[src/rtl/taus_pkg.sv]
// taus_pkg: shared constants, seed helpers and FSM state type for the
// multi-channel Tausworthe generator.
`default_nettype none

package taus_pkg;

  localparam logic [31:0] MIN0  = 32'd2;
  localparam logic [31:0] MIN1  = 32'd8;
  localparam logic [31:0] MIN2  = 32'd16;

  localparam logic [31:0] MASK0 = 32'hFFFF_FFFE;
  localparam logic [31:0] MASK1 = 32'hFFFF_FFF8;
  localparam logic [31:0] MASK2 = 32'hFFFF_FFF0;

  localparam logic [31:0] DFLT_SEED0 = 32'hFFFF_FFFF;
  localparam logic [31:0] DFLT_SEED1 = 32'hCCCC_CCCC;
  localparam logic [31:0] DFLT_SEED2 = 32'h00FF_00FF;
  localparam logic [31:0] GOLDEN     = 32'h9E37_79B9;

  typedef enum logic [1:0] {
    ST_IDLE = 2'd0,
    ST_WARM = 2'd1,
    ST_RUN  = 2'd2
  } state_t;

  // Seeds below a component's minimum would lock that component at zero.
  function automatic logic [31:0] legalise(input logic [1:0] k, input logic [31:0] v);
    logic [31:0] m;
    case (k)
      2'd0:    m = MIN0;
      2'd1:    m = MIN1;
      default: m = MIN2;
    endcase
    return (v < m) ? v + m : v;
  endfunction

  function automatic logic [31:0] chan_seed(input logic [31:0] base, input int unsigned c,
                                            input logic [1:0] k);
    logic [31:0] cc;
    cc = c;
    return legalise(k, base ^ (cc * GOLDEN));
  endfunction

endpackage

`default_nettype wire

[src/rtl/taus_core.sv]
// taus_core: one Tausworthe channel -- three state words, loadable
// per component, advanced one step when i_step is high.
`default_nettype none

module taus_core
  import taus_pkg::*;
#(
  parameter logic [31:0] RST_S0 = DFLT_SEED0,
  parameter logic [31:0] RST_S1 = DFLT_SEED1,
  parameter logic [31:0] RST_S2 = DFLT_SEED2
) (
  input  logic        clk,
  input  logic        rst,
  input  logic        i_load,
  input  logic [1:0]  i_load_sel,
  input  logic [31:0] i_load_data,
  input  logic        i_step,
  output logic [31:0] o_rand
);

  logic [31:0] r_s0, r_s1, r_s2;
  logic [31:0] w_n0, w_n1, w_n2;
  logic [31:0] w_legal;

  assign w_n0    = ((r_s0 & MASK0) << 12) ^ (((r_s0 << 13) ^ r_s0) >> 19);
  assign w_n1    = ((r_s1 & MASK1) << 4)  ^ (((r_s1 << 2)  ^ r_s1) >> 25);
  assign w_n2    = ((r_s2 & MASK2) << 17) ^ (((r_s2 << 3)  ^ r_s2) >> 11);
  assign w_legal = legalise(i_load_sel, i_load_data);

  always_ff @(posedge clk or posedge rst) begin
    if (rst) begin
      r_s0 <= RST_S0;
      r_s1 <= RST_S1;
      r_s2 <= RST_S2;
    end else if (i_load) begin
      case (i_load_sel)
        2'd0:    r_s0 <= w_legal;
        2'd1:    r_s1 <= w_legal;
        2'd2:    r_s2 <= w_legal;
        default: ;
      endcase
    end else if (i_step) begin
      r_s0 <= w_n0;
      r_s1 <= w_n1;
      r_s2 <= w_n2;
    end
  end

  assign o_rand = r_s0 ^ r_s1 ^ r_s2;

endmodule

`default_nettype wire

[src/rtl/taus_gen_multi.sv]
// taus_gen_multi: NCH parallel Tausworthe generators sharing one
// IDLE/WARM/RUN controller with warm-up, valid/ready output and count.
`default_nettype none

module taus_gen_multi
  import taus_pkg::*;
#(
  parameter int          NCH       = 2,
  parameter int          WARMUP    = 8,
  parameter logic [31:0] DEF_SEED0 = DFLT_SEED0,
  parameter logic [31:0] DEF_SEED1 = DFLT_SEED1,
  parameter logic [31:0] DEF_SEED2 = DFLT_SEED2,
  parameter int          CHW       = (NCH > 1) ? $clog2(NCH) : 1
) (
  input  logic              clk,
  input  logic              reset,
  input  logic              seed_wr,
  input  logic [CHW-1:0]    seed_ch,
  input  logic [1:0]        seed_sel,
  input  logic [31:0]       seed_data,
  input  logic              start,
  input  logic              stop,
  output logic [NCH*32-1:0] rand_data,
  output logic              rand_valid,
  input  logic              rand_ready,
  output logic              busy,
  output logic [31:0]       count
);

  localparam logic [7:0]   WARM_LAST = 8'(WARMUP - 1);
  localparam logic [CHW:0] NCH_W     = (CHW + 1)'(NCH);

  state_t      r_state;
  logic [7:0]  r_warm_cnt;
  logic [31:0] r_count;
  logic        r_valid;
  logic        r_busy;

  logic        w_step;
  logic        w_load;

  assign w_step = (r_state == ST_WARM) || (r_valid && rand_ready);
  assign w_load = (r_state == ST_IDLE) && seed_wr && (seed_sel != 2'd3) &&
                  ({1'b0, seed_ch} < NCH_W);

  for (genvar c = 0; c < NCH; c++) begin : g_ch
    taus_core #(
      .RST_S0(chan_seed(DEF_SEED0, c, 2'd0)),
      .RST_S1(chan_seed(DEF_SEED1, c, 2'd1)),
      .RST_S2(chan_seed(DEF_SEED2, c, 2'd2))
    ) u_core (
      .clk        (clk),
      .rst        (reset),
      .i_load     (w_load && (seed_ch == CHW'(c))),
      .i_load_sel (seed_sel),
      .i_load_data(seed_data),
      .i_step     (w_step),
      .o_rand     (rand_data[32*c +: 32])
    );
  end

  always_ff @(posedge clk or posedge reset) begin
    if (reset) begin
      r_state    <= ST_IDLE;
      r_warm_cnt <= 8'd0;
      r_count    <= 32'd0;
      r_valid    <= 1'b0;
      r_busy     <= 1'b0;
    end else begin
      case (r_state)
        ST_IDLE: begin
          if (start && !stop) begin
            r_count    <= 32'd0;
            r_warm_cnt <= 8'd0;
            if (WARMUP == 0) begin
              r_state <= ST_RUN;
              r_valid <= 1'b1;
            end else begin
              r_state <= ST_WARM;
              r_busy  <= 1'b1;
            end
          end
        end
        ST_WARM: begin
          if (stop) begin
            r_state <= ST_IDLE;
            r_busy  <= 1'b0;
          end else if (r_warm_cnt == WARM_LAST) begin
            r_state <= ST_RUN;
            r_busy  <= 1'b0;
            r_valid <= 1'b1;
          end else begin
            r_warm_cnt <= r_warm_cnt + 8'd1;
          end
        end
        ST_RUN: begin
          // A handshake coincident with stop still completes.
          if (rand_ready) r_count <= r_count + 32'd1;
          if (stop) begin
            r_state <= ST_IDLE;
            r_valid <= 1'b0;
          end
        end
        default: begin
          r_state <= ST_IDLE;
          r_valid <= 1'b0;
          r_busy  <= 1'b0;
        end
      endcase
    end
  end

  assign rand_valid = r_valid;
  assign busy       = r_busy;
  assign count      = r_count;

endmodule

`default_nettype wire
[config.mk]
export PLATFORM = sky130hd
export DESIGN_NAME = taus_gen_multi
export DESIGN_NICKNAME = d
export VERILOG_FILES = /design/src/rtl/taus_pkg.sv /design/src/rtl/taus_core.sv /design/src/rtl/taus_gen_multi.sv
export SDC_FILE = /design/constraint.sdc
export NUM_CORES = 1
export LEC_CHECK = 0
export BUFFER_PORTS_ARGS = -buffer_cell sky130_fd_sc_hd__buf_4
export CORE_MARGIN = 3
export CORE_UTILIZATION = 55
export CTS_CLUSTER_DIAMETER = 50
export DETAILED_ROUTE_END_ITERATION = 16
export PLACE_DENSITY = 0.75
export SETUP_SLACK_MARGIN = 0.3
export SYNTH_ARGS = -nofsm -noshare
export SYNTH_HDL_FRONTEND = slang
export SYNTH_HIERARCHICAL = 1
export SYNTH_SLANG_ARGS = --single-unit
[constraint.sdc]
create_clock -name clk -period 3.6 [get_ports clk]
set_input_delay 0.54 -clock clk [delete_from_list [all_inputs] [get_ports clk]]
set_output_delay 0.54 -clock clk [all_outputs]
set_load 0.01 [all_outputs]
==> flow_summary.json, run 1 <==
{
  "n_fill_cell": 2006,
  "numPortBuffers": 138,
  "slew-limit-headroom": 0.2129,
  "synth.lib_cells_used.distinct": 62,
  "switching_power_mw": 5.804,
  "powerDensity_nw_per_um2": 930.6,
  "detailedRoute.firstIterationViolations": 1399,
  "tightestPinTransition_ps": 1178,
  "setup.worst_path.start_class": "flip-flop",
  "power_frac_clock": 0.225,
  "synthArstFlopShare": 1.000,
  "post-cts-setup-buffer-count": 0,
  "area_enclosed_by_the_die_boundary_um2": 27210,
  "critical_path.reg2reg.endpoint": "g_ch[0].u_core/r_s1[5]",
  "syn_nets": 1582,
  "p_int_mw": 9.423,
  "detail_route.drc_violations": 0,
  "global_route.usage.total": 0.3197,
  "clock-root-buffer": "clkbuf_16",
  "area.growth.synth_to_final_pct": 17.76,
  "max_clock_freq_mhz": 349.0,
  "die_height_um": 164.9,
  "power_share_of_the_combinational_group": 0.413,
  "syn-instance-count": 1523,
  "count_of_vias_placed_by_the_detailed_router": 12160,
  "ys_ff_latch": 236,
  "hold_violations": 0,
  "maxCapViolations": 0,
  "sequential_cell_area_um2": 6046,
  "drtPass1Iterations": 5,
  "worst_ep_required_time_ps": 4030,
  "final_cell_mix": "182 x nand2_1, 167 x xnor2_1, 162 x o21ai_0",
  "clock_sinks": 236,
  "syn_avg_cell_area_um2": 9.123,
  "power.switching_fraction": 0.3812,
  "number_of_enable_flip_flop_cells_after_synthesis": 0,
  "power.static_leakage_nw": 6.537,
  "synth_area_um2": 13890,
  "cts_made_buffers": 34,
  "die_x_um": 164.9,
  "via_per_inst": 6.164,
  "worstReg2RegStart": "r_state[0]",
  "timing.clock.skew_ps": 16.42,
  "post_cts_resized": 0,
  "grt_remaining_overflow": 0,
  "grt_first_pass_wirelength_um": 67690,
  "r2r_cells": 7,
  "worst_hold_slack_ps": 164.6,
  "timing.setup.critical_path_class": "flip-flop to flip-flop",
  "place_hpwl_um": 30010,
  "ys.flop_type": "dfrtp_1",
  "cts_max_level": 2,
  "pin_count": 139,
  "total_power_mw": 15.23,
  "peakVddDrop_mv": 0.5905,
  "totalNegativeSetupSlack_ps": 0,
  "first_global_vias": 11820,
  "start_util": 0.5647,
  "final_period_minus_worst_setup_slack_ps": 2865,
  "dp_cells": 1911,
  "antenna_violating_nets_post_route": 0,
  "setup.worst_path.end_class": "flip-flop",
  "layout.nets": 1682,
  "post-route-period-util": 0.7959,
  "multi_input_comb_area_um2": 7421,
  "core_area_um2": 24600,
  "rsz0062_at_grt": "no",
  "result_of_the_run": "complete, no violations",
  "final_slew_viol_count": 0,
  "clk_transition_reported_paths_ps": 60,
  "grt_antenna_before_repair": 0,
  "finalWeightedCongestion": 0.9501,
  "yosys_warnings": 6,
  "crit_fanout": 36,
  "register_to_register_setup_slack_ps": 730,
  "seq_area_frac_synth": 0.4351,
  "layout_commonest_cell": "nand2_1",
  "wl_um": 43550,
  "report.final.setup_viol": 0,
  "clock_insertion_delay_worst_skew_ps": 500,
  "tritoncts_clock_tree": "built",
  "hold_fix_buffer_count_after_cts": 0,
  "detail_route.wl_per_cell_um": 22.07,
  "drive_above_1_share": 0.2136,
  "max_buffers_root_to_sink": 3,
  "pin_count_of_the_biggest_net_entering_global_routing": 95,
  "critical_path_arrival_ps": 3290,
  "power.sequential.fraction": 0.362,
  "final-instance-count-excl-fill": 1973,
  "min-delay-path-class": "primary input to asynchronous set/reset pin",
  "fp-row-count": 57
}
## critical path, cell delays in order, from the launching register on
cell,delay (ps)
dfrtp_1,640
nand2b_1,150
nand2_1,410
buf_4,440
nand2b_1,130
nand2_1,650
o21ai_0,210
a21oi_1,150
## area by class of cell
class                   instances  area share
well taps                     324     0.02478
multi-input cells            1170      0.4535
flip-flops and latches        236      0.3695
repair buffers                162     0.07586
diodes                          1   0.0001529
inverters                      19    0.004512
clock buffers                  49     0.06240
clock inverters                12    0.009253
## metrics by stage
step / utilization / setup slack, ps / area (µm²)
CTS: 0.6649 / 813.0 / 16360
finish: 0.6650 / 734.7 / 16360
detailed placement: 0.6172 / 585.8 / 15190
global placement: 0.6172 / 730.6 / 15190
floorplan: - / 634.1 / 13890
global route: 0.6649 / 515.5 / 16360
## power by group through the flow
stage | Combinational (mW) | Sequential [mW] | Clock, mW
finish | 6.29 | 5.52 | 3.42
global route | 6.86 | 5.60 | 3.59
CTS | 6.29 | 5.45 | 3.46
detailed placement | 6.23 | 5.48 | 0
global placement | 6.09 | 5.44 | 0
floorplan | 4.00 | 4.87 | 0
## layer usage
metal / vias up / GRT usage / wire (µm)
met5: - / 0 / 0
met2: 609 / 0.5060 / 19960
li1: 5500 / - / -
met1: 5929 / 0.4406 / 17810
met4: 0 / 0.1125 / 1637
met3: 124 / 0.06145 / 4135
## flip-flops by register name, indices dropped and copies added, names as in the netlist
register and count:
busy 1, rand_valid 1, g_ch.u_core/r_s0 64, count 32
g_ch.u_core/r_s2 64, g_ch.u_core/r_s1 64, r_state 2, r_warm_cnt 8
## how the worst max path moves through the flow
stage                     cells after the start  slack [ps]                     end         from
after CTS                                     7         810  g_ch[1].u_core/r_s2[5]   r_state[1]
final                                         7         730  g_ch[0].u_core/r_s1[5]   r_state[0]
after floorplan                               1         630  g_ch[1].u_core/r_s0[0]        reset
after global routing                          7         520  g_ch[1].u_core/r_s2[5]   r_state[1]
after global placement                        9         730  g_ch[1].u_core/r_s0[4]  seed_sel[1]
after detailed placement                      9         590  g_ch[1].u_core/r_s0[4]  seed_sel[1]
## Yosys cell counts, types with 20 or more instances
cell	number	area share
o21ai_0	162	0.058
mux2i_1	67	0.048
clkbuf_1	76	0.021
nand2b_1	32	0.014
o22ai_1	45	0.020
xnor2_1	167	0.11
nor2b_1	23	0.010
a21oi_1	66	0.024
dfrtp_1	124	0.22
nor3_1	21	0.0076
nand3_1	28	0.010
a211oi_1	22	0.012
a31oi_1	22	0.0099
dfstp_2	112	0.21
nand2_1	182	0.049
xor2_1	53	0.033
nor4_1	20	0.0090
nor2_1	130	0.035
## cells by family (layout without fill, tap and decap cells)
kind of cell             count (synthesis)  in the layout  share of synthesized area
adder cells (fa/ha/maj)                 18             18                    0.01621
other                                    0              1                          0
AND/OR/NAND/NOR                        506            506                     0.1768
XOR/XNOR                               220            220                     0.1387
flip-flops                             236            236                     0.4351
AO/OA/AOI/OAI                          357            357                     0.1495
buffers and inverters                  117            242                    0.03305
multiplexers                            69             69                    0.05070
No activity file was read; power rests on OpenSTA's default activity.
==> run 2: changes to the inputs <==
clock period = 2.9 ns   (was 3.6 ns; I/O delays follow)
==> run 2 against run 1 <==
Compared with the run above:
- clock power grew 41%
- setup slack lost 350 ps
- global-route usage rose by 0.23 points
- fmax increased by 14%
- flip-flop and latch count unchanged
- sequential share of layout area is 0.68 points lower
- routed wire length is 1.1% higher
- critical endpoint is now g_ch[1].u_core/r_s1[29]
- largest power group unchanged
==> flow_summary.json, run 2 (synthesis gave the netlist of run 1 again) <==
{
  "first_global_vias": 11880,
  "power_frac_clock": 0.247,
  "place_hpwl_um": 30050,
  "cts_made_buffers": 36,
  "rsz0062_at_grt": "yes",
  "report.final.setup_viol": 0,
  "hold_violations": 0,
  "grt_antenna_before_repair": 0,
  "grt_remaining_overflow": 0,
  "wl_um": 44040,
  "detail_route.drc_violations": 0,
  "die_height_um": 164.9,
  "layout.nets": 1700,
  "pin_count": 139,
  "largest_registers": "g_ch.u_core/r_s0 (64), g_ch.u_core/r_s1 (64), g_ch.u_core/r_s2 (64)",
  "hold_fix_buffer_count_after_cts": 0,
  "drtPass1Iterations": 7,
  "fp-row-count": 57,
  "numPortBuffers": 138,
  "crit_fanout": 16,
  "post-route-period-util": 0.8658,
  "global_route.usage.total": 0.3220,
  "timing.clock.skew_ps": 13.33,
  "worst_hold_slack_ps": 56.62,
  "gr-usage-met2": 0.5019,
  "drive_above_1_share": 0.2250,
  "area_enclosed_by_the_die_boundary_um2": 27210,
  "critical_path_arrival_ps": 2910,
  "power.switching_fraction": 0.3737,
  "antenna_violating_nets_post_route": 0,
  "clock_sinks": 236,
  "grt_busiest_layer": "met2",
  "final_period_minus_worst_setup_slack_ps": 2511,
  "switching_power_mw": 7.291,
  "min-delay-path-class": "primary input to asynchronous set/reset pin",
  "power.sequential.fraction": 0.351,
  "tritoncts_clock_tree": "built",
  "timing.setup.critical_path_class": "flip-flop to flip-flop",
  "post-cts-setup-buffer-count": 0,
  "slew-limit-headroom": 0.2129,
  "power.static_leakage_nw": 6.692,
  "p_int_mw": 12.22,
  "final_slew_viol_count": 0,
  "detailedRoute.firstIterationViolations": 1119,
  "max_buffers_root_to_sink": 3,
  "count_of_vias_placed_by_the_detailed_router": 12270,
  "layout_commonest_cell": "nand2_1",
  "cts_max_level": 2,
  "finalWeightedCongestion": 0.9513,
  "worst_ep_required_time_ps": 3300,
  "power_share_of_the_combinational_group": 0.402,
  "setup.worst_path.end_class": "flip-flop",
  "clock_insertion_delay_worst_skew_ps": 500,
  "result_of_the_run": "complete, no violations",
  "pin_count_of_the_biggest_net_entering_global_routing": 97,
  "totalNegativeSetupSlack_ps": 0,
  "detail_route.wl_per_cell_um": 22.12,
  "start_util": 0.5647,
  "die_x_um": 164.9,
  "powerDensity_nw_per_um2": 1170,
  "peakVddDrop_mv": 0.7784,
  "post_cts_resized": 0,
  "clk_transition_reported_paths_ps": 60,
  "maxCapViolations": 0,
  "area.growth.synth_to_final_pct": 19.97,
  "final_cell_mix": "182 x nand2_1, 174 x buf_4, 167 x xnor2_1",
  "max_clock_freq_mhz": 398.3,
  "num_antenna_cells": 0,
  "core_area_um2": 24600,
  "clock-root-buffer": "clkbuf_16",
  "grt_first_pass_wirelength_um": 67970,
  "grt_use_met3": 0.05969,
  "via_per_inst": 6.164,
  "r2r_cells": 7,
  "tightestPinTransition_ps": 1179,
  "setup.worst_path.start_class": "flip-flop",
  "finalCoreUtilization": 0.6775,
  "globalRouteMet1Util": 0.4329
}
run 2: area by class of cell:
cell class / count / area, µm²
multi-input cells: 1171 / 7438
clock buffers: 47 / 1033
fillers: 1951 / 7935
well taps: 324 / 405.4
inverters: 19 / 78.83
clock inverters: 17 / 301.5
repair buffers: 177 / 1366
flip-flops and latches: 236 / 6046
run 2: power groups by stage:
stage               combinational (mW)  sequential, mW  clock [mW]
global placement                  7.62            6.75           0
floorplan                         4.97            6.05           0
finish                            7.84            6.84        4.82
CTS                               7.84            6.77        4.87
detailed placement                7.75            6.80           0
global route                      8.55            6.96        5.00
run 2: routing by layer:
metal,wire [µm],share of wire
met2,19920,0.45
met4,2584,0.059
met1,17390,0.39
met5,0,0
met3,4151,0.094
run 2: worst max-delay path: stages (launching register included):
cell and delay [ps]:
dfrtp_1 380, buf_4 170, nand2b_1 160, nand2_1 140, nor2b_1 690, nor2_1 350, buf_4 300, o21ai_0 220
run 2: path summary, 6_finish.rpt:
| check | slack [ps] | end | from |
|---|---|---|---|
| setup / recovery | 390 | g_ch[1].u_core/r_s1[29] | r_state[1] |
| hold / removal | 60 | g_ch[0].u_core/r_s1[28] | reset |
| setup reg to reg | 390 | g_ch[1].u_core/r_s1[29] | r_state[1] |
| hold reg to reg | 480 | g_ch[0].u_core/r_s0[0] | g_ch[0].u_core/r_s0[0] |
| max in group asynchronous | 2030 | g_ch[0].u_core/r_s0[12] | reset |
| min in group clk | 160 | r_state[1] | stop |
run 2: stage by stage:
stage | total power, mW | instance area [µm²] | setup slack (ps) | instances
finish | 19.51 | 16670 | 389.3 | 1991
CTS | 19.47 | 16650 | 465.7 | 1990
global route | 20.52 | 16670 | 258.4 | 1991
detailed placement | 14.55 | 15320 | 260.7 | 1926
global placement | 14.37 | 15320 | 349.0 | 1926
floorplan | 11.01 | 13900 | 328.4 | 1523
